$ cat config.mk
export PLATFORM = sky130hd
export DESIGN_NAME = bpu_access_ctrl
export DESIGN_NICKNAME = d
export VERILOG_FILES = /design/src/rtl/bpu_access_ctrl.sv
export SDC_FILE = /design/constraint.sdc
export NUM_CORES = 1
export LEC_CHECK = 0
export ABC_AREA = 1
export BUFFER_PORTS_ARGS = -buffer_cell sky130_fd_sc_hd__clkbuf_2
export CORE_MARGIN = 2
export CORE_UTILIZATION = 55
export CTS_BUF_LIST = sky130_fd_sc_hd__clkbuf_8 sky130_fd_sc_hd__clkbuf_16
export DETAILED_ROUTE_END_ITERATION = 12
export HOLD_SLACK_MARGIN = 0.02
export PLACE_DENSITY = 0.81
export SLEW_MARGIN = 40
export SYNTH_ARGS = -nofsm -noshare
export SYNTH_HDL_FRONTEND = slang
export SYNTH_SLANG_ARGS = --single-unit
$ cat constraint.sdc
create_clock -name clk -period 7 [get_ports clk]
set_clock_uncertainty 0.2 [all_clocks]
set_input_delay 1.05 -clock clk [delete_from_list [all_inputs] [get_ports clk]]
set_output_delay 1.05 -clock clk [all_outputs]
set_load 0.02 [all_outputs]
$ cat src/rtl/bpu_access_ctrl.sv
// bpu_access_ctrl: single-port BHT arbiter between fetch lookups and queued ID resolutions, with clear sweep.
// Defining BPU_CTRL_PERF_EN builds saturating lookup/update/stall counters; otherwise they read 0.
module bpu_access_ctrl #(
    parameter int N            = 32,
    parameter int INDEX_WIDTH  = 8,
    parameter int FIFO_DEPTH   = 4,
    parameter int STARVE_LIMIT = 3
) (
    input  logic                   clk,
    input  logic                   rst,
    input  logic                   i_lu_valid,
    input  logic [N-1:0]           i_lu_pc,
    output logic                   o_lu_ready,
    input  logic                   i_rs_valid,
    input  logic [N-1:0]           i_rs_pc,
    input  logic [N-1:0]           i_rs_target,
    input  logic                   i_rs_taken,
    input  logic                   i_rs_hit,
    output logic                   o_rs_ready,
    input  logic                   i_clear,
    output logic [1:0]             o_tbl_cmd,
    output logic [INDEX_WIDTH-1:0] o_tbl_index,
    output logic [N-1:0]           o_tbl_wr_pc,
    output logic [N-1:0]           o_tbl_wr_target,
    output logic [1:0]             o_tbl_wr_ctr,
    output logic                   o_tbl_taken,
    output logic                   o_init_done,
    output logic [31:0]            o_perf_lookups,
    output logic [31:0]            o_perf_updates,
    output logic [31:0]            o_perf_stalls
);
    localparam int AW = $clog2(FIFO_DEPTH);
    localparam int SW = $clog2(STARVE_LIMIT + 1);
    localparam logic [1:0] CMD_NOP = 2'b00, CMD_READ = 2'b01, CMD_WRITE = 2'b10, CMD_TRAIN = 2'b11;

    typedef enum logic [1:0] {INIT, RUN, DRAIN} state_t;

    state_t                 state;
    logic [INDEX_WIDTH-1:0] idx;
    logic [N-1:0]           q_pc     [FIFO_DEPTH];
    logic [N-1:0]           q_target [FIFO_DEPTH];
    logic                   q_taken  [FIFO_DEPTH];
    logic                   q_hit    [FIFO_DEPTH];
    logic [AW-1:0]          wr_ptr, rd_ptr;
    logic [AW:0]            count;
    logic [SW-1:0]          starve_cnt;
    logic                   full, empty, push, pop, grant, forced, head_wr, drain_done;
    logic                   unused_lu_pc;

    assign full       = count == (AW+1)'(FIFO_DEPTH);
    assign empty      = count == '0;
    assign forced     = full || starve_cnt >= SW'(STARVE_LIMIT);
    assign push       = i_rs_valid && !full;
    assign pop        = !empty && ((state == RUN && (forced || !i_lu_valid)) || state == DRAIN);
    assign grant      = state == RUN && i_lu_valid && (empty || !forced);
    assign head_wr    = pop && !q_hit[rd_ptr];
    assign drain_done = count == (AW+1)'(pop) && !push;

    assign o_lu_ready      = grant;
    assign o_rs_ready      = !full;
    assign o_init_done     = state == RUN;
    assign o_tbl_cmd       = state == INIT ? CMD_WRITE : pop ? (q_hit[rd_ptr] ? CMD_TRAIN : CMD_WRITE) :
                             grant ? CMD_READ : CMD_NOP;
    assign o_tbl_index     = state == INIT ? idx : pop ? q_pc[rd_ptr][INDEX_WIDTH-1:0] :
                             grant ? i_lu_pc[INDEX_WIDTH-1:0] : '0;
    assign o_tbl_wr_pc     = head_wr ? q_pc[rd_ptr] : '0;
    assign o_tbl_wr_target = head_wr ? q_target[rd_ptr] : '0;
    assign o_tbl_wr_ctr    = o_tbl_cmd == CMD_WRITE ? 2'b01 : 2'b00;
    assign o_tbl_taken     = pop && q_hit[rd_ptr] && q_taken[rd_ptr];
    assign unused_lu_pc    = ^i_lu_pc[N-1:INDEX_WIDTH];

    always_ff @(posedge clk) begin
        if (push) begin
            q_pc[wr_ptr]     <= i_rs_pc;
            q_target[wr_ptr] <= i_rs_target;
            q_taken[wr_ptr]  <= i_rs_taken;
            q_hit[wr_ptr]    <= i_rs_hit;
        end
    end

    always_ff @(posedge clk or posedge rst) begin
        if (rst) begin
            state      <= INIT;
            idx        <= '0;
            wr_ptr     <= '0;
            rd_ptr     <= '0;
            count      <= '0;
            starve_cnt <= '0;
        end else begin
            if (push) wr_ptr <= wr_ptr + AW'(1);
            if (pop) rd_ptr <= rd_ptr + AW'(1);
            count      <= count + (AW+1)'(push) - (AW+1)'(pop);
            starve_cnt <= (pop || empty) ? '0 :
                          (state == RUN && starve_cnt < SW'(STARVE_LIMIT)) ? starve_cnt + SW'(1) : starve_cnt;
            case (state)
                INIT: begin
                    idx <= i_clear ? '0 : idx + INDEX_WIDTH'(1);
                    if (!i_clear && &idx) state <= RUN;
                end
                RUN: if (i_clear) state <= DRAIN;
                DRAIN: if (drain_done) begin
                    state <= INIT;
                    idx   <= '0;
                end
                default: state <= INIT;
            endcase
        end
    end

`ifdef BPU_CTRL_PERF_EN
    logic [31:0] perf_lu, perf_up, perf_st;

    always_ff @(posedge clk or posedge rst) begin
        if (rst) begin
            perf_lu <= '0;
            perf_up <= '0;
            perf_st <= '0;
        end else begin
            if (grant && !(&perf_lu)) perf_lu <= perf_lu + 32'd1;
            if (pop && !(&perf_up)) perf_up <= perf_up + 32'd1;
            if (i_lu_valid && !grant && !(&perf_st)) perf_st <= perf_st + 32'd1;
        end
    end

    assign o_perf_lookups = perf_lu;
    assign o_perf_updates = perf_up;
    assign o_perf_stalls  = perf_st;
`else
    assign o_perf_lookups = '0;
    assign o_perf_updates = '0;
    assign o_perf_stalls  = '0;
`endif
endmodule

# ---- Word-level counts from Yosys, hierarchy flattened
# Memories as Yosys holds them, arrays and structs flattened.
# Cells that the tools add are included.
dict set report word_totals {
  ff_bits 19
  n_memories 4
  ram_bits 264
  input_bits 103
  word_cells 77
  out_inout_bits 176
}
# memory depth width rd rd_clocked_by_memory_dff wr line_no
set memory_table {}
lappend memory_table {q_pc 4 32 1 0 1 40} ;# logic [N-1:0] q_pc [FIFO_DEPTH];
lappend memory_table {q_target 4 32 1 0 1 41} ;# logic [N-1:0] q_target [FIFO_DEPTH];
lappend memory_table {q_hit 4 1 1 0 1 43} ;# logic q_hit [FIFO_DEPTH];
lappend memory_table {q_taken 4 1 1 0 1 42} ;# logic q_taken [FIFO_DEPTH];
dict set report op_classes {
  mux 21
  n_addsub 6
  reduce_logical 30
  n_lt_le_gt_ge 2
  n_eq_ne 8
}
# operator count
set ops {}
lappend ops {{$mux W32} 2}
lappend ops {{$mux W8} 5}
lappend ops {{$pmux W8 S2} 1}
lappend ops {{$mux W2} 7}
lappend ops {{$logic_and A1 B1 Y1} 11}
lappend ops {{$add A8 B1 Y8 const B} 1}
lappend ops {{$reduce_and A8 Y1} 1}
lappend ops {{$logic_not A1 Y1} 7}
lappend ops {{$add A2 B1 Y2 const B} 3}
lappend ops {{$pmux W2 S3} 1}
lappend ops {{$logic_or A1 B1 Y1} 5}
lappend ops {{$mux W1} 5}
lappend ops {{$eq A2 B2 Y1 const B} 2}
lappend ops {{$ne A2 B2 Y1 const B} 2}
lappend ops {{$reduce_bool A2 Y1} 2}
lappend ops {{$add A3 B1 Y3} 1}
lappend ops {{$eq A3 B1 Y1} 1}
lappend ops {{$eq A3 B3 Y1 const B} 1}
lappend ops {{$logic_not A3 Y1} 1}
lappend ops {{$reduce_and A3 Y1} 1}
lappend ops {{$sub A3 B1 Y3} 1}
lappend ops {{$eq A2 B1 Y1 const B} 1}
lappend ops {{$ge A2 B2 Y1 const B} 1}
lappend ops {{$logic_not A2 Y1} 1}
lappend ops {{other kinds (3)} 3}

# ---- Depth between registers and ports, before layout
# Gate-level depths: netlist (run 1).
dict set report logic_depth {
  depth_word 10
  ltp_mapped 13
  depth_no_buf 12
}

# ---- Least setup slack after synthesis (run 1)
# No wires, ideal clock.
dict set report synth_timing {
  path_type {input-to-reg}
  from {input i_rs_valid}
  to {memory q_hit[0] (enable)}
  path_slack_ns 2.316
  setup_time_ns 0.491
  n_path_buf 0
  t_arrival_ns 3.993
  t_required_ns 6.309
  stages 2
  path_cell_list {nand2_1 -> nor2_1}
}
dict set report synth_between {
  elab_chain_cells 3
}
# element line_no
set synth_rtl {}
lappend synth_rtl {{start: declaration} 14} ;# input logic i_rs_valid,
lappend synth_rtl {{$logic_and A1 B1 Y1} 53} ;# assign push = i_rs_valid && !full;
lappend synth_rtl {{$mux W1} 73} ;# if (push) begin
lappend synth_rtl {{$mux W1 (implied by the code)} 77} ;# q_hit[wr_ptr] <= i_rs_hit;
lappend synth_rtl {{end: declaration} 43}
# No other way between the ends.

# ---- Final worst setup path (run 1)
dict set report layout_timing {
  from {input i_lu_valid}
  to {output o_tbl_wr_target[11]}
}
dict set report layout_between {
  elab_chain_cells 7
}
# element line_no
set layout_rtl {}
lappend layout_rtl {{start: declaration} 11} ;# input logic i_lu_valid,
lappend layout_rtl {{$logic_not A1 Y1} 54} ;# assign pop = !empty && ((state == RUN && (forced || !i_lu_valid)) || state == DRAIN);
lappend layout_rtl {{$logic_or A1 B1 Y1} 54}
lappend layout_rtl {{$logic_and A1 B1 Y1} 54}
lappend layout_rtl {{$logic_or A1 B1 Y1} 54}
lappend layout_rtl {{$logic_and A1 B1 Y1} 54}
lappend layout_rtl {{$logic_and A1 B1 Y1} 56} ;# assign head_wr = pop && !q_hit[rd_ptr];
lappend layout_rtl {{$mux W32} 67} ;# assign o_tbl_wr_target = head_wr ? q_target[rd_ptr] : '0;
lappend layout_rtl {{end: declaration} 24} ;# output logic [N-1:0] o_tbl_wr_target,
# No other way between the ends.

==> results of run 1 <==
[through the flow]
step | util | power (mW)
floorplan | - | 3.42
global placement | 0.590 | 3.71
detailed placement | 0.595 | 3.80
CTS | 0.640 | 5.36
global route | 0.641 | 5.64
finish | 0.641 | 5.34
[cells in the mapped netlist]
library cell / count / share of area
a21oi_1: 39 / 0.016
a21oi_2: 19 / 0.014
and3_1: 8 / 0.0041
buf_2: 18 / 0.0073
buf_4: 97 / 0.059
buf_6: 3 / 0.0028
clkbuf_1: 31 / 0.0095
clkinv_1: 1 / 0.00031
clkinv_2: 1 / 0.00041
conb_1: 1 / 0.00031
dfrtp_1: 19 / 0.039
edfxtp_1: 264 / 0.65
fa_1: 1 / 0.0016
ha_1: 8 / 0.0082
inv_1: 27 / 0.0083
inv_2: 2 / 0.00061
nand2_1: 57 / 0.017
nand2_2: 5 / 0.0025
nand3_1: 22 / 0.0090
nand3_2: 1 / 0.00082
nand3b_1: 1 / 0.00061
nand4_1: 1 / 0.00051
nor2_1: 263 / 0.080
nor2_2: 1 / 0.00051
nor2_4: 1 / 0.00092
nor3_1: 1 / 0.00041
nor3_4: 1 / 0.0013
nor3b_1: 2 / 0.0012
o211ai_1: 6 / 0.0037
o21ai_0: 134 / 0.055
o21ai_1: 1 / 0.00041
o22a_2: 1 / 0.00082
o22ai_1: 10 / 0.0051
xnor2_1: 1 / 0.00071
xor2_1: 4 / 0.0029
[cell type report]
cell class | instances | share of cell area
Timing Repair Buffer | 173 | 0.0704
Tap cell | 280 | 0.0250
Multi-Input combinational cell | 685 | 0.227
Sequential cell | 283 | 0.599
Inverter | 31 | 0.00847
Clock buffer | 30 | 0.0527
Clock inverter | 21 | 0.0173
[power groups by stage]
stage / sequential (mW) / combinational, mW / clock (mW)
detailed placement: 2.40 / 1.40 / 0
CTS: 2.37 / 1.41 / 1.58
global placement: 2.39 / 1.32 / 0
finish: 2.37 / 1.42 / 1.56
global route: 2.40 / 1.60 / 1.64
floorplan: 2.34 / 1.08 / 0
[metal layers]
metal / wire, µm / GRT usage / vias to the layer above
met5: 13 / 0 / -
met4: 481 / 0.0655 / 2
met3: 2080 / 0.0510 / 56
met2: 12200 / 0.355 / 320
met1: 9960 / 0.252 / 3760
li1: - / - / 3755
[kinds of logic (layout without fill, tap and decap cells)]
group | Yosys count | in the layout
AND/OR/NAND/NOR | 364 | 364
flip-flops | 283 | 283
AO/OA/AOI/OAI | 210 | 210
buffers and inverters | 180 | 255
adder cells (fa/ha/maj) | 9 | 9
XOR/XNOR | 5 | 5
other | 1 | 97
[flip-flops by register name, indices dropped and copies added, names as in the netlist]
name	count
q_target	128
starve_cnt	2
idx	8
state	2
q_pc	128
rd_ptr	2
count	3
q_hit	4
q_taken	4
wr_ptr	2
[worst paths after layout]
path                                    start                   to  slack, ps  depth (start not counted)
worst max-delay path               i_lu_valid  o_tbl_wr_target[11]       2610                         12
worst min-delay path                      rst             count[2]        300                          2
worst max register to register  starve_cnt[0]             count[2]       4270                         12
worst min register to register  starve_cnt[1]        starve_cnt[1]        340                          2
max in group asynchronous                 rst            rd_ptr[0]       5950                          2
min in group clk                starve_cnt[1]        starve_cnt[1]        340                          2
==> metrics.txt, run 1 <==
critical path fanouts, max=30; post-synthesis cell type count=35; Sw Share=0.327; setup violators final=0; critical path's top delay family=buffers and inverters; total gr overflow=0; most frequent cells in the layout=edfxtp_1 (264), nor2_1 (259), clkbuf_2 (157); Hold Fails Final Rpt=0; Multi-input gate area=3190 µm²; Cell Area, Placed=13000 µm²; fin crit share=0.627; crit end category=output port; Max Slew Vio Count=0; Cell Pwr Density=381 nW/µm²; Compound-Gate Fraction of Synth Area=0.0940; Critical Path AT=3140 ps; Clock Sink Count=283; Detail Route Antenna Nets=0; diode count=0; multiplexer area fraction after synthesis=0; first-pass GRT wire length=38300 µm; CP bufs+invs=5; Synth Instances=1052; Mapped Area=12300 µm²; crit path kind=in2out; post-detail-place hpwl=14700 µm; register area=8410 µm²; Seq pwr share=0.443; Hold Buf Count CTS=0; number of global-route vias before repair=7616; DRC viols=0; WL per Instance=16.5 µm; Worst slew margin=0.530; largest net degree at the start of global routing=86; Synth Area in Adders=0.00978; fin crit period=4390 ps; maximum clock path buffer count=3; total number of vias=7893; RSZ-0062 raised after global routing=no; WL final=24800 µm; Synthesis Warnings=0; setup TNS=0 ps; total die area=23500 µm²; Resized cells post-CTS=0; most common cell after layout, fill and taps aside=edfxtp_1; Fin Hold WS=303 ps; Clock transition at path regs=60 ps; layout cells sized above 1=0.208; worst min path class=in2async; total CTS buffers=28; GRT Overall Usage=0.204; DP Worst Slack=2620 ps; Post-Layout Cell Count=1503; clock latency on the worst-skew pair=530 ps; Post-CTS Setup Inserts=0; Initial Util=0.561; die width=153 µm; final instance area=14000 µm²; CP max stage cell=nand2_4; worst stage delay on the critical path=500 ps; vias per cell=5.25; Worst-Margin Slew=705 ps; num ports=279; Seq cells post-synth=283; IO Port Bufs=157; GP Congestion=0.861; Leak=5.47 nW; total core area=21900 µm²; setup ws final=2610 ps; 1st-iter DRT viols=459; CTS tree=built; H-tree Lvls=1; Worst setup SP type=primary input; max frequency=0.228 GHz; initial antenna violation count=1; Final nets=1314; status=completed; P_sw=1.75 mW; Clk network pwr share=0.291; synthesized area per cell=11.7 µm²; Post-Synth Simple-Gate Area=0.120; power share of the combinational group=0.265; sequential area share after synthesis=0.684; # rows=54; post-synthesis xor/xnor area fraction=0.00357; # fillers=1610; IR drop worst, VDD=283 µV; largest family of logic cells by synthesized area=simple AND/OR/NAND/NOR gates; Inst Count DP=1451; Root Buffer=clkbuf_16; P&R area growth vs syn=14.3%; CP most frequent cell=nand2_2; Die Y=153 µm; TritonRoute pass-1 iters=5; max cap viols=0; critical-path cell list=clkbuf_2 -> inv_1 -> nor2_1 -> nand2_1 -> nand2_2 -> nand2_2 -> nand2_2 -> clkinv_2 -> nand2_4 -> buf_4 -> a21oi_1 -> clkbuf_2; Critical Path RT=5750 ps; internal power=3.60 mW
Note: power is estimated with default switching activity, not from simulation.
==> inputs of run 2 (changes only) <==
ABC_AREA = 0   (was 1)
CORE_UTILIZATION = 54   (was 55)
PLACE_DENSITY = 0.8   (was 0.81)
clock period = 4.13 ns   (was 7 ns; I/O delays follow)
==> metrics.txt, run 2 <==
diode count=0 (unchanged); Post-CTS Setup Inserts=0 (unchanged); # rows=54 (unchanged); H-tree Lvls=1 (unchanged); most common cell after layout, fill and taps aside=edfxtp_1; worst min path class=in2reg; R2R Setup Slk=1150 ps (-3120 ps); total die area=23600 µm² (about the same); setup TNS=0 ps (unchanged); IO Port Bufs=157 (unchanged); total number of vias=6131 (-22%); clock latency on the worst-skew pair=530 ps (about the same); Die Y=153 µm (about the same); number of enable flip-flop cells after synthesis=264 (unchanged); vias per cell=5.36 (+2.1%); worst r2r dst=count[2]; reg2reg start=starve_cnt[0]; GRT Overall Usage=0.189 (-0.0156); Max Slew Vio Count=0 (unchanged); layout cells sized above 1=0.340 (+0.133); Synth Instances=676 (-36%); # fillers=1538 (-4.5%); Initial Util=0.551 (-0.00989); Most used DFF post-synth=edfxtp_1; CP max stage cell=a211o_2; total core area=21900 µm² (unchanged); most frequent cells in the layout=edfxtp_1 (264), clkbuf_2 (157), conb_1 (97); fraction of registers with async set/reset=0.0671 (unchanged); synthesized area per cell=17.8 µm² (+53%); Inst Count DP=1091 (-25%); most common cell in the synthesized netlist=edfxtp_1; top post-synthesis cells by area=edfxtp_1 (66%), mux4_2 (11%), buf_4 (6.0%), dfrtp_1 (3.9%), nor2b_1 (3.0%); Top Registers=q_pc (128), q_target (128), idx (8); GP Congestion=0.864 (+0.30%); largest net degree at the start of global routing=76 (-12%); Mapped Area=12100 µm² (-1.8%); Clock transition at path regs=60 ps (about the same); Commonest cells post-synth=edfxtp_1 (264), buf_4 (97), mux4_2 (59); Worst R2R Path Depth=10 (-2); fin crit share=0.897; Post-Layout Cell Count=1144 (-24%); initial antenna violation count=0 (-1); fin crit period=3710 ps; maximum clock path buffer count=3 (unchanged); sequential area share after synthesis=0.696 (+0.0123); Synthesis Warnings=0 (unchanged); number of global-route vias before repair=6305 (-17%); Critical Path Source=starve_cnt[0]; Worst slew margin=0.470 (-0.0597); post-synthesis cell type count=44 (+26%); first-pass GRT wire length=35000 µm (-8.8%); CTS tree=built; Cell Pwr Density=610 nW/µm² (+60%); max cap viols=0 (unchanged); status=completed; setup violators final=0 (unchanged); crit end category=output port; num ports=279 (unchanged); WL final=22100 µm (-11%); Hold Fails Final Rpt=0 (unchanged); post-detail-place hpwl=13900 µm (-5.5%); crit path to=o_tbl_wr_target[17]; DRC viols=0 (unchanged); total CTS buffers=28 (unchanged); Leak=5.19 nW (-5.0%); dominant cell type by area after synthesis=edfxtp_1; Root Buffer=clkbuf_16; RSZ-0062 raised after global routing=no; setup ws final=424 ps (-2190 ps); Critical Path AT=2890 ps (-250 ps); Worst-Margin Slew=795 ps (+89.6 ps); P&R area growth vs syn=14.3% (about the same); die width=153 µm (about the same); Final nets=954 (-27%); 1st-iter DRT viols=307 (-33%); WL per Instance=19.3 µm (+17%); TritonRoute pass-1 iters=5 (unchanged); DP Worst Slack=968 ps (-1650 ps); Seq cells post-synth=283 (unchanged); share of the synthesized area in the top cell type=0.657 (+0.0116); total gr overflow=0 (unchanged); Critical Path RT=3310 ps (-2440 ps); Clock Sink Count=283 (unchanged); critical path fanouts, max=46 (+53%); worst stage delay on the critical path=580 ps (+80 ps); critical-path cell list=ha_1 -> nand2b_1 -> o21ai_0 -> a211o_2 -> buf_12 -> nor2b_1 -> clkbuf_2; total power=8.41 mW (+57%); Detail Route Antenna Nets=0 (unchanged); max frequency=0.270 GHz; final core occ=0.630 (-0.0114); crit path kind=reg2out; Worst setup SP type=flop; IR drop worst, VDD=460 µV (+62%)
run 2: changes by cell type after synthesis, sizes merged, moves of 9 or more:
cell / previous run / this run
o21ai: 135 / 10
mux2: 0 / 9
nor2: 265 / 14
nand3: 23 / 4
inv: 29 / 9
clkbuf: 31 / 13
nand2: 62 / 10
a21oi: 58 / 10
nor2b: 0 / 58
a211oi: 0 / 9
mux4: 0 / 59
run 2: layout make-up:
| cell class | instances | area [µm²] | share of cell area |
|---|---|---|---|
| Inverter | 9 | 33.8 | 0.00245 |
| Sequential cell | 283 | 8410 | 0.610 |
| Timing Repair Buffer | 167 | 951 | 0.0690 |
| Multi-Input combinational cell | 353 | 3120 | 0.226 |
| Clock buffer | 30 | 739 | 0.0536 |
| Clock inverter | 22 | 179 | 0.0130 |
| Tap cell | 280 | 350 | 0.0254 |
run 2: report_power, final:
part	internal (mW)	total (mW)	switching [mW]
clock	1.47	2.47	1.00
sequential	3.76	3.96	0.197
combinational	0.952	1.98	1.03
total	6.18	8.41	2.23
run 2: kinds of logic after synthesis:
logic type,Yosys count,share of synthesized area
adders and majority gates,9,0.00996
DFF,283,0.696
muxes,76,0.125
buffers and inverters,136,0.0764
AOI/OAI and AO/OA,58,0.0375
other,1,0.000311
xor gates and xnor gates,6,0.00436
and+or+nand+nor,107,0.0498
run 2: critical path: cells and delay by family, from the launching register on:
kind	cells	cell delay (ps)
AO/OA/AOI/OAI	2	930
adder cells (fa/ha/maj)	1	230
buffers and inverters	2	490
flip-flops	1	400
AND/OR/NAND/NOR	2	280
run 2: metrics by stage:
step                      instance area, µm²  hold slack, ps
after CTS                              13800            84.0
after global placement                 12800             289
final                                  13800             105
after detailed placement               12900             301
after floorplan                        12400             257
after global routing                   13800            85.5
run 2: routing by layer:
metal | up-vias | GRT usage | wire, µm | share of wire
met5 | - | 0 | 0 | 0
met4 | 0 | 0.0402 | 315 | 0.014
met3 | 27 | 0.0471 | 1880 | 0.085
met2 | 282 | 0.317 | 11000 | 0.50
met1 | 3068 | 0.254 | 8880 | 0.40
li1 | 2754 | - | - | -
run 2: how the worst min path moves through the flow:
stage,cells past startpoint,start,slack (ps),endpoint
after floorplan,1,idx[6],260,idx[6]
after global placement,1,idx[6],290,idx[6]
after detailed placement,1,idx[6],300,idx[6]
after CTS,1,i_rs_pc[22],80,q_pc[3][22]
after global routing,1,i_rs_pc[22],90,q_pc[3][22]
final,1,i_rs_pc[22],110,q_pc[3][22]
run 2: what timing repair did:
action / 4_1_cts / 5_1_grt
gates resized for setup: 0 / 0
hold buffers: 1 / 0
endpoints found under the hold margin: 7 / 0
==> inputs of run 3 (changes only) <==
CORE_UTILIZATION = 30   (was 54)
PLACE_DENSITY = not set   (was 0.8)
==> metrics.txt, run 3 (synthesis gave the netlist of run 2 again) <==
Die Y=205 µm (+33%); max cap viols=0 (unchanged); number of global-route vias before repair=6264 (-0.65%); post-detail-place hpwl=15500 µm (+11%); WL final=25200 µm (+14%); total die area=41800 µm² (+78%); R2R Setup Slk=1100 ps (-50 ps); most frequent cells in the layout=edfxtp_1 (264), clkbuf_2 (157), conb_1 (97); Worst-Margin Slew=812 ps (+17.1 ps); Critical Path AT=3010 ps (+120 ps); vias per cell=4.39 (-18%); maximum clock path buffer count=3 (unchanged); IO Port Bufs=157 (unchanged); fin crit share=0.926 (+0.0290); Cell Pwr Density=616 nW/µm² (+1.0%); crit path kind=reg2out; # rows=73 (+35%); total number of vias=6137 (+0.098%); most common cell after layout, fill and taps aside=edfxtp_1; Resized cells post-CTS=0 (unchanged); num ports=279 (unchanged); fin crit period=3830 ps (+120 ps); P&R area growth vs syn=17.6%; IR drop worst, VDD=321 µV (-30%); Root Buffer=clkbuf_16; Initial Util=0.304 (-0.247); Hold Fails Final Rpt=0 (unchanged); GP Congestion=0.741 (-14%); layout cells sized above 1=0.345 (+0.00491); total gr overflow=0 (unchanged); GRT Overall Usage=0.120 (-0.0685); Post-Layout Cell Count=1397 (+22%); Leak=5.22 nW (+0.64%); status=completed; setup TNS=0 ps (unchanged); critical path fanouts, max=34 (-26%); setup violators final=0 (unchanged); Hold Buf Count CTS=1 (unchanged); WL per Instance=18.0 µm (-6.5%); largest net degree at the start of global routing=76 (unchanged); Cell Area, Placed=13100 µm² (+2.2%); crit end category=output port; DRC viols=0 (unchanged); 1st-iter DRT viols=263 (-14%); Worst setup SP type=flop; Worst slew margin=0.459 (-0.0114); final instance area=14200 µm² (+2.9%); Max Slew Vio Count=0 (unchanged); TritonRoute pass-1 iters=4 (-1); H-tree Lvls=1 (unchanged); Inst Count DP=1341 (+23%); total CTS buffers=31 (+11%); Clock Sink Count=283 (unchanged); max frequency=0.261 GHz (-3.1%); RSZ-0062 raised after global routing=no; CTS tree=built; total core area=39700 µm² (+81%); first-pass GRT wire length=37800 µm (+8.0%); Final nets=962 (+0.84%); Post-CTS Setup Inserts=0 (unchanged); clock latency on the worst-skew pair=560 ps (+30 ps); worst min path class=in2reg; Critical Path RT=3310 ps (about the same); die width=205 µm (+33%); Top Registers=q_pc (128), q_target (128), idx (8); initial antenna violation count=1 (+1); Detail Route Antenna Nets=0 (unchanged); Clock transition at path regs=60 ps (about the same); diode count=0 (unchanged)
## run 3: cell count changes in the layout (fill, tap and decap cells not counted), moves of 2 or more
cell | before | now
clkbuf_16 | 29 | 31
clkinv_2 | 7 | 3
inv_1 | 18 | 13
clkinv_1 | 0 | 6
bufinv_16 | 3 | 5
buf_4 | 2 | 12
buf_12 | 7 | 2
## run 3: stage by stage
step	power [mW]	hold WS [ps]	utilization	setup slack, ps
final	8.75	68.5	0.357	304
after global routing	9.20	40.2	0.357	89.9
after CTS	8.91	33.2	0.357	237
after detailed placement	6.12	320	0.331	867
after global placement	6.08	303	0.330	765
after floorplan	5.56	257	-	1120
## run 3: power breakdown
part	internal [mW]	switching (mW)	total [mW]	leakage [nW]
clock	1.67	1.10	2.76	0.514
sequential	3.76	0.136	3.90	2.66
combinational	0.932	1.15	2.08	2.05
total	6.36	2.38	8.75	5.22
## run 3: cell type report
type / instances / area [µm²]
Clock buffer: 31 / 776
Clock inverter: 24 / 248
Fill cell: 3731 / 25500
Inverter: 9 / 33.8
Multi-Input combinational cell: 353 / 3140
Sequential cell: 283 / 8410
Tap cell: 525 / 657
Timing Repair Buffer: 172 / 926
## run 3: worst paths after layout
check / start / end / cells past startpoint
hold / removal: i_rs_target[5] / q_target[0][5] / 1
max in group asynchronous: rst / rd_ptr[0] / 3
setup reg to reg: starve_cnt[0] / count[2] / 10
setup / recovery: state[1] / o_tbl_wr_pc[7] / 8
hold reg to reg: idx[7] / idx[7] / 1
min in group asynchronous: rst / rd_ptr[1] / 3
## run 3: worst max-delay path, stage by stage (launching register included)
cell and delay, ps:
dfrtp_1 500, nand2b_1 270, inv_1 110, o21ai_0 190, a211o_4 570, buf_12 280, buf_4 160, a211oi_2 160
clkbuf_2 200
## run 3: layer usage
layer / global-route usage / share of wire / vias to the layer above
met2: 0.192 / 0.46 / 243
met4: 0.0347 / 0.022 / 0
li1: - / - / 2768
met5: 0 / 0 / -
met1: 0.156 / 0.43 / 3085
met3: 0.0388 / 0.089 / 41
